[config.mk]
export PLATFORM = sky130hd
export DESIGN_NAME = ahb_master_flat
export DESIGN_NICKNAME = d
export VERILOG_FILES = /design/src/rtl/ahb_pkg.sv /design/src/rtl/ahb_master_if.sv /design/src/rtl/ahb_master_addr_gen.sv /design/src/rtl/ahb_master.sv /design/src/flat_wrapper.sv
export SDC_FILE = /design/constraint.sdc
export NUM_CORES = 1
export LEC_CHECK = 0
export BUFFER_PORTS_ARGS = -buffer_cell sky130_fd_sc_hd__buf_2
export CORE_MARGIN = 3
export CORE_UTILIZATION = 48
export CTS_CLUSTER_SIZE = 30
export DETAILED_ROUTE_END_ITERATION = 6
export GPL_ROUTABILITY_DRIVEN = 0
export PLACE_DENSITY = 0.8
export SLEW_MARGIN = 20
export SYNTH_ARGS = -nofsm -noshare
export SYNTH_HDL_FRONTEND = slang
export SYNTH_SLANG_ARGS = --single-unit
[constraint.sdc]
create_clock -name clk -period 3.7 [get_ports clk]
set_input_delay 0.185 -clock clk [delete_from_list [all_inputs] [get_ports clk]]
set_output_delay 0.185 -clock clk [all_outputs]
set_load 0.02 [all_outputs]
[src/rtl/ahb_pkg.sv]
// Shared AHB-Lite encodings used by the initiator, the decoder side and the bench.
package ahb_pkg;

    typedef enum logic [1:0] {
        IDLE   = 2'b00,
        BUSY   = 2'b01,
        NONSEQ = 2'b10,
        SEQ    = 2'b11
    } htrans_t;

    typedef enum logic {
        OKAY  = 1'b0,
        ERROR = 1'b1
    } hresp_t;

    localparam logic [2:0] SINGLE     = 3'b000;
    localparam logic [2:0] INCR       = 3'b001;
    localparam logic [2:0] INCR4      = 3'b011;
    localparam logic [2:0] HSIZE_WORD = 3'b010;

    // Last page offset from which four words still fit below the 1 KB boundary.
    localparam logic [9:0] INCR4_MAX_OFFSET = 10'h3F0;

    // A burst that would cross a 1 KB page is announced as INCR, not INCR4.
    function automatic logic [2:0] burst_code(input logic incr4, input logic [9:0] page_offset);
        if (!incr4) begin
            return SINGLE;
        end
        if (page_offset > INCR4_MAX_OFFSET) begin
            return INCR;
        end
        return INCR4;
    endfunction

endpackage

[src/rtl/ahb_master_if.sv]
// AHB-Lite address/control/data bus between one initiator and the decoder/slaves.
interface ahb_master_if
    import ahb_pkg::*;
#(
    parameter int AW = 32,
    parameter int DW = 32
);

    logic [AW-1:0] haddr;
    htrans_t       htrans;
    logic          hwrite;
    logic [2:0]    hsize;
    logic [2:0]    hburst;
    logic [DW-1:0] hwdata;
    logic [DW-1:0] hrdata;
    logic          hready;
    hresp_t        hresp;

    modport master (
        output haddr, htrans, hwrite, hsize, hburst, hwdata,
        input  hrdata, hready, hresp
    );

    modport slave (
        input  haddr, htrans, hwrite, hsize, hburst, hwdata,
        output hrdata, hready, hresp
    );

endinterface

[src/rtl/ahb_master_addr_gen.sv]
// Beat counter and address sequencer: holds haddr, steps it per accepted beat and
// flags the first beat of a new 1 KB page so it is issued as NONSEQ.
module ahb_master_addr_gen #(
    parameter int AW = 32,
    parameter int DW = 32
) (
    input  logic          clk,
    input  logic          rst,
    input  logic          load,
    input  logic          advance,
    input  logic          incr4,
    input  logic [AW-1:0] start_addr,
    output logic [AW-1:0] addr,
    output logic          last_beat,
    output logic          seq_ok
);

    localparam logic [AW-1:0] STEP = AW'(DW / 8);

    logic [1:0] beat;
    logic       burst_q;

    // NOTE: state registers use non-blocking assignments so every flop samples
    // pre-edge values regardless of process evaluation order.
    always_ff @(posedge clk or posedge rst) begin
        if (rst) begin
            addr    <= '0;
            beat    <= '0;
            burst_q <= 1'b0;
        end else if (load) begin
            addr    <= start_addr;
            beat    <= '0;
            burst_q <= incr4;
        end else if (advance) begin
            addr <= addr + STEP;
            beat <= beat + 2'd1;
        end
    end

    assign last_beat = !burst_q || (beat == 2'd3);
    assign seq_ok    = (beat != 2'd0) && (addr[9:0] != 10'd0);

endmodule

[src/rtl/ahb_master.sv]
// AHB-Lite initiator: turns single commands into SINGLE or INCR4 word transfers,
// returns read beats and reports completion/error per command.
module ahb_master
    import ahb_pkg::*;
#(
    parameter int AW = 32,
    parameter int DW = 32
) (
    input  logic          clk,
    input  logic          rst,
    input  logic          cmd_valid,
    output logic          cmd_ready,
    input  logic          cmd_write,
    input  logic          cmd_burst,
    input  logic [AW-1:0] cmd_addr,
    input  logic          wd_valid,
    input  logic [DW-1:0] wd_data,
    output logic          wd_ready,
    output logic          rd_valid,
    output logic [DW-1:0] rd_data,
    output logic          done,
    output logic          err,
    ahb_master_if.master  bus
);

    localparam logic [2:0] HSIZE = 3'($clog2(DW / 8));

    typedef enum logic [2:0] {
        S_IDLE,
        S_ADDR,
        S_BURST,
        S_LAST,
        S_ERR
    } state_t;

    state_t        state;
    state_t        next_state;
    htrans_t       htrans_c;
    logic          write_q;
    logic [2:0]    hburst_q;
    logic [DW-1:0] hwdata_q;
    logic          dp_valid;
    logic          hold;
    logic          accept;
    logic          addr_done;
    logic          err_hit;
    logic          wd_ok;
    logic          rd_fire;
    logic          last_beat;
    logic          seq_ok;
    logic          done_d;
    logic          err_d;
    logic [AW-1:0] addr;

    assign cmd_ready = (state == S_IDLE) && !rst;
    assign accept    = cmd_valid && cmd_ready;
    assign addr_done = ((htrans_c == NONSEQ) || (htrans_c == SEQ)) && bus.hready;
    assign wd_ready  = addr_done && write_q;
    assign err_hit   = dp_valid && !bus.hready && (bus.hresp == ERROR);
    assign rd_fire   = dp_valid && bus.hready && (bus.hresp == OKAY) && !write_q;

    // An address phase already on the bus is held even if the write beat vanishes.
    assign wd_ok = !write_q || wd_valid || hold;

    ahb_master_addr_gen #(
        .AW (AW),
        .DW (DW)
    ) u_addr_gen (
        .clk        (clk),
        .rst        (rst),
        .load       (accept),
        .advance    (addr_done),
        .incr4      (cmd_burst),
        .start_addr (cmd_addr),
        .addr       (addr),
        .last_beat  (last_beat),
        .seq_ok     (seq_ok)
    );

    always_ff @(posedge clk or posedge rst) begin
        if (rst) begin
            state <= S_IDLE;
        end else begin
            state <= next_state;
        end
    end

    // NOTE: every output of this block gets a default first, so no path leaves
    // a variable unassigned and no latch is inferred.
    always_comb begin
        next_state = state;
        htrans_c   = IDLE;
        done_d     = 1'b0;
        err_d      = 1'b0;
        unique case (state)
            S_IDLE: begin
                if (accept) begin
                    next_state = S_ADDR;
                end
            end
            S_ADDR: begin
                if (wd_ok) begin
                    htrans_c = NONSEQ;
                    if (bus.hready) begin
                        next_state = last_beat ? S_LAST : S_BURST;
                    end
                end
            end
            S_BURST: begin
                if (!wd_ok) begin
                    htrans_c = BUSY;
                end else if (seq_ok) begin
                    htrans_c = SEQ;
                end else begin
                    htrans_c = NONSEQ;
                end
                // First ERROR cycle: the pending beat is abandoned next cycle.
                if (err_hit) begin
                    next_state = S_ERR;
                end else if (wd_ok && bus.hready) begin
                    next_state = last_beat ? S_LAST : S_BURST;
                end
            end
            S_LAST: begin
                if (err_hit) begin
                    next_state = S_ERR;
                end else if (bus.hready) begin
                    next_state = S_IDLE;
                    done_d     = 1'b1;
                end
            end
            S_ERR: begin
                if (bus.hready) begin
                    next_state = S_IDLE;
                    done_d     = 1'b1;
                    err_d      = 1'b1;
                end
            end
            default: next_state = S_IDLE;
        endcase
    end

    always_ff @(posedge clk or posedge rst) begin
        if (rst) begin
            write_q  <= 1'b0;
            hburst_q <= SINGLE;
            hwdata_q <= '0;
            dp_valid <= 1'b0;
            hold     <= 1'b0;
            rd_valid <= 1'b0;
            rd_data  <= '0;
            done     <= 1'b0;
            err      <= 1'b0;
        end else begin
            if (accept) begin
                write_q  <= cmd_write;
                hburst_q <= burst_code(cmd_burst, cmd_addr[9:0]);
            end
            if (wd_ready) begin
                hwdata_q <= wd_data;
            end
            if (addr_done) begin
                dp_valid <= 1'b1;
            end else if (bus.hready || err_hit) begin
                dp_valid <= 1'b0;
            end
            hold     <= ((htrans_c == NONSEQ) || (htrans_c == SEQ)) && !bus.hready
                        && (next_state != S_ERR);
            rd_valid <= rd_fire;
            if (rd_fire) begin
                rd_data <= bus.hrdata;
            end
            done <= done_d;
            err  <= err_d;
        end
    end

    assign bus.haddr  = addr;
    assign bus.htrans = htrans_c;
    assign bus.hwrite = write_q;
    assign bus.hsize  = HSIZE;
    assign bus.hburst = hburst_q;
    assign bus.hwdata = hwdata_q;

endmodule

[src/flat_wrapper.sv]
// flat-port wrapper written by rule: the top's interface ports become plain ports
module ahb_master_flat import ahb_pkg::*;
#(
    parameter int AW = 32,
    parameter int DW = 32
)
  (clk, rst, cmd_valid, cmd_ready, cmd_write, cmd_burst, cmd_addr, wd_valid, wd_data, wd_ready, rd_valid, rd_data, done, err, bus_haddr, bus_htrans, bus_hwrite, bus_hsize, bus_hburst, bus_hwdata, bus_hrdata, bus_hready, bus_hresp);
  ahb_master_if #(.AW(AW), .DW(DW)) bus_i ();
  input  logic clk;
  input  logic rst;
  input  logic cmd_valid;
  output logic cmd_ready;
  input  logic cmd_write;
  input  logic cmd_burst;
  input  logic [AW-1:0] cmd_addr;
  input  logic wd_valid;
  input  logic [DW-1:0] wd_data;
  output logic wd_ready;
  output logic rd_valid;
  output logic [DW-1:0] rd_data;
  output logic done;
  output logic err;
  output wire logic [$bits(bus_i.haddr)-1:0] bus_haddr;
  output wire logic [$bits(bus_i.htrans)-1:0] bus_htrans;
  output wire logic [$bits(bus_i.hwrite)-1:0] bus_hwrite;
  output wire logic [$bits(bus_i.hsize)-1:0] bus_hsize;
  output wire logic [$bits(bus_i.hburst)-1:0] bus_hburst;
  output wire logic [$bits(bus_i.hwdata)-1:0] bus_hwdata;
  input wire logic [$bits(bus_i.hrdata)-1:0] bus_hrdata;
  input wire logic [$bits(bus_i.hready)-1:0] bus_hready;
  input wire logic [$bits(bus_i.hresp)-1:0] bus_hresp;
  assign bus_haddr = bus_i.haddr;
  assign bus_htrans = bus_i.htrans;
  assign bus_hwrite = bus_i.hwrite;
  assign bus_hsize = bus_i.hsize;
  assign bus_hburst = bus_i.hburst;
  assign bus_hwdata = bus_i.hwdata;
  assign bus_i.hrdata = bus_hrdata;
  assign bus_i.hready = bus_hready;
  assign bus_i.hresp = bus_hresp;
  ahb_master #(.AW(AW), .DW(DW)) u_core (.clk(clk), .rst(rst), .cmd_valid(cmd_valid), .cmd_ready(cmd_ready), .cmd_write(cmd_write), .cmd_burst(cmd_burst), .cmd_addr(cmd_addr), .wd_valid(wd_valid), .wd_data(wd_data), .wd_ready(wd_ready), .rd_valid(rd_valid), .rd_data(rd_data), .done(done), .err(err), .bus(bus_i));
endmodule
==> qor.yml <==
synth_area_per_cell_um2: 11.1
ant_nets: 0
hold_class: "in -> reg"
start_kind: "flip-flop"
status: "finished clean"
worstSetupEndpointType: "output port"
die_area_mm2: 0.0117
ctsHoldBuffers: 3
rows: 36
final_max_slew_viol_count: 0
total_power_mw: 5.43
yosys-top-cells-area: "dfrtp_1 (54%), mux2_2 (14%), nand2_1 (4.8%)"
dp_slack_ns: 1.14
first_pass_iters: 5
fin_nets: 761
worst_clock_skew_ns: 0.00967
rsz0062_at_grt: "no"
crit_type: "reg -> out"
clk_pin_slew_ns: 0.11
crit_path_max_fanout: 33
synth_flop_cell: "dfrtp_1"
synthCells: 451
min_from: "cmd_burst"
timing.reg2reg.setup_slack_ns: 1.13
htreeDepth: 3
utilization_pct: 63.8
cts_tree: "done"
grt-ovfl-total: 0
cts-root-buf: "clkbuf_8"
numCtsBuffers: 9
place_hpwl_um: 10300
post-cts-setup-buffers: 0
yosys_warnings: 0
drt_wl_total_um: 13400
max-clock-path-buffers: 2
slew_headroom_pct: 27.9
ys_ff_latch: 109
grt_use_total_pct: 22.1
core_area_mm2: 0.00995
io_pins: 214
worst_pin_slew_ns: 1.08
synth_edf_count: 0
area_delta_synth_final_pct: 26.9
vias: 4346
power_frac_seq_pct: 40.7
switchingPower_mw: 2.43
layout.cells.non_filler: 792
post_dp_cell_area_mm2: 0.00613
dr.first_iter.drc_count: 213
r2r_cells: 4
final_cell_area_mm2: 0.00635
clock_latency_ns: 0.36
grt_max_degree: 61
ctsResizeCount: 0
ir_drop_uv: 444
cts_sinks: 109
reg2reg_from: "u_core.bus.hwrite"
antenna_found_initial: 0
power_density_mw_per_mm2: 854
yosysMostFrequentCell: "dfrtp_1"
min_to: "u_core.bus.hburst[0]"
synth-async-reset-ratio_pct: 100
setup_tns_ns: 0
hold_violations: 0
clkPwrFrac_pct: 12.8
layout-drive-gt1-share_pct: 45.9
hold_depth: 3
cp.arrival_ns: 2.69
p_int_mw: 3.00
fin_ws_ns: 0.821
die_h_um: 108
timing.rr.end: "u_core.bus.hwdata[4]"
initial_core_util_pct: 50.3
dieWidth_um: 108
drt-vias-per-instance: 5.49
dp_cells: 772
min_period_ns: 2.88
finalCritPeriodShare_pct: 77.8
drc: 0
grt_pass1_vias: 4075
synth_area_leader_cell: "dfrtp_1"
cap_violations: 0
synth_cell_types: 46
syn_area_mm2: 0.00500
whs_ns: 0.0274
setup_viol_count_final: 0
p_leak_nw: 3.07
wl_per_cell_um: 16.9
grt_pass1_wl_um: 20400
required_ns: 3.51
numPortBuffers: 209
swShare_pct: 44.7
nFillCells: 789
synth_commonest_cells: "dfrtp_1 (109), mux2_2 (64), nand2_1 (64)"
synth_top_cell_area_share_pct: 54.5
pwr-share-comb_pct: 46.5
max_freq_ghz: 0.347
ys_seq_area_share_pct: 54.5
==> flip-flops by register name, summed over array words and instances, names as in the netlist <==
signal,count
u_core.bus.hwdata,32
u_core.rd_valid,1
u_core.bus.hburst,2
u_core.err,1
u_core.dp_valid,1
u_core.state,3
u_core.done,1
u_core.u_addr_gen.beat,2
u_core.bus.hwrite,1
u_core.rd_data,32
u_core.u_addr_gen.addr,32
u_core.hold,1
==> area by class of cell <==
class	instances	area (um^2)	area share, %
clock buffers	9	124	1.95
clock inverters	7	67.6	1.06
inverters	11	43.8	0.690
multi-input cells	305	2110	33.2
flip-flops and latches	109	2730	42.9
diodes	1	2.50	0.0394
well taps	133	166	2.62
repair buffers	217	1110	17.5
==> kinds of logic after synthesis <==
logic type | Yosys count | synth area share, %
other cells | 2 | 0.150
xor+xnor | 8 | 1.40
flops | 109 | 54.5
fa+ha+maj | 4 | 1.00
buf+inv | 39 | 3.90
compound gates | 73 | 9.47
mux | 64 | 14.4
simple gates | 152 | 15.2
==> power groups by stage <==
stage | Combinational (mW) | Sequential [mW] | Clock (mW)
floorplan | 1.06 | 2.79 | 0
global placement | 2.48 | 2.19 | 0
detailed placement | 2.54 | 2.23 | 0
CTS | 2.55 | 2.21 | 0.708
global route | 2.72 | 2.30 | 0.761
finish | 2.52 | 2.21 | 0.692
==> critical path, cell delays in order (launching register included) <==
cell and delay, ns:
dfrtp_1 0.46, nor3b_2 0.22, nor4b_4 0.67, nand2_2 0.62, inv_1 0.16, buf_2 0.18
==> metal layers <==
metal	track usage, %	part of all wire (%)
met5	0	0
met4	7.12	1.8
met3	5.01	9.0
met2	38.1	50
met1	27.7	39
==> placed cells by master (no fill, tap or decap), types with 5 or more instances in the layout <==
cell,Yosys,layout
or4_1,5,5
and3_1,5,5
dfrtp_1,109,109
nand3_1,16,16
mux2_2,64,64
nand4_1,15,15
buf_2,15,209
o21ai_0,25,25
o311ai_0,8,8
clkbuf_8,0,9
nor3_1,8,8
buf_4,6,5
nand2_1,64,64
a21oi_1,11,11
nor2_1,15,14
nor4_1,7,7
xor2_1,7,7
inv_1,11,10
o211ai_1,9,9
==> worst max-delay path by stage <==
stage                      startpoint              endpoint  depth (start not counted)
floorplan                         rst  u_core.bus.hburst[0]                          1
global placement    u_core.bus.hwrite  u_core.bus.hwdata[5]                          4
detailed placement  u_core.bus.hwrite  u_core.bus.hwdata[4]                          4
CTS                 u_core.bus.hwrite              wd_ready                          5
global route        u_core.bus.hwrite              wd_ready                          5
finish              u_core.bus.hwrite              wd_ready                          5
Note: power is estimated with default switching activity, not from simulation.
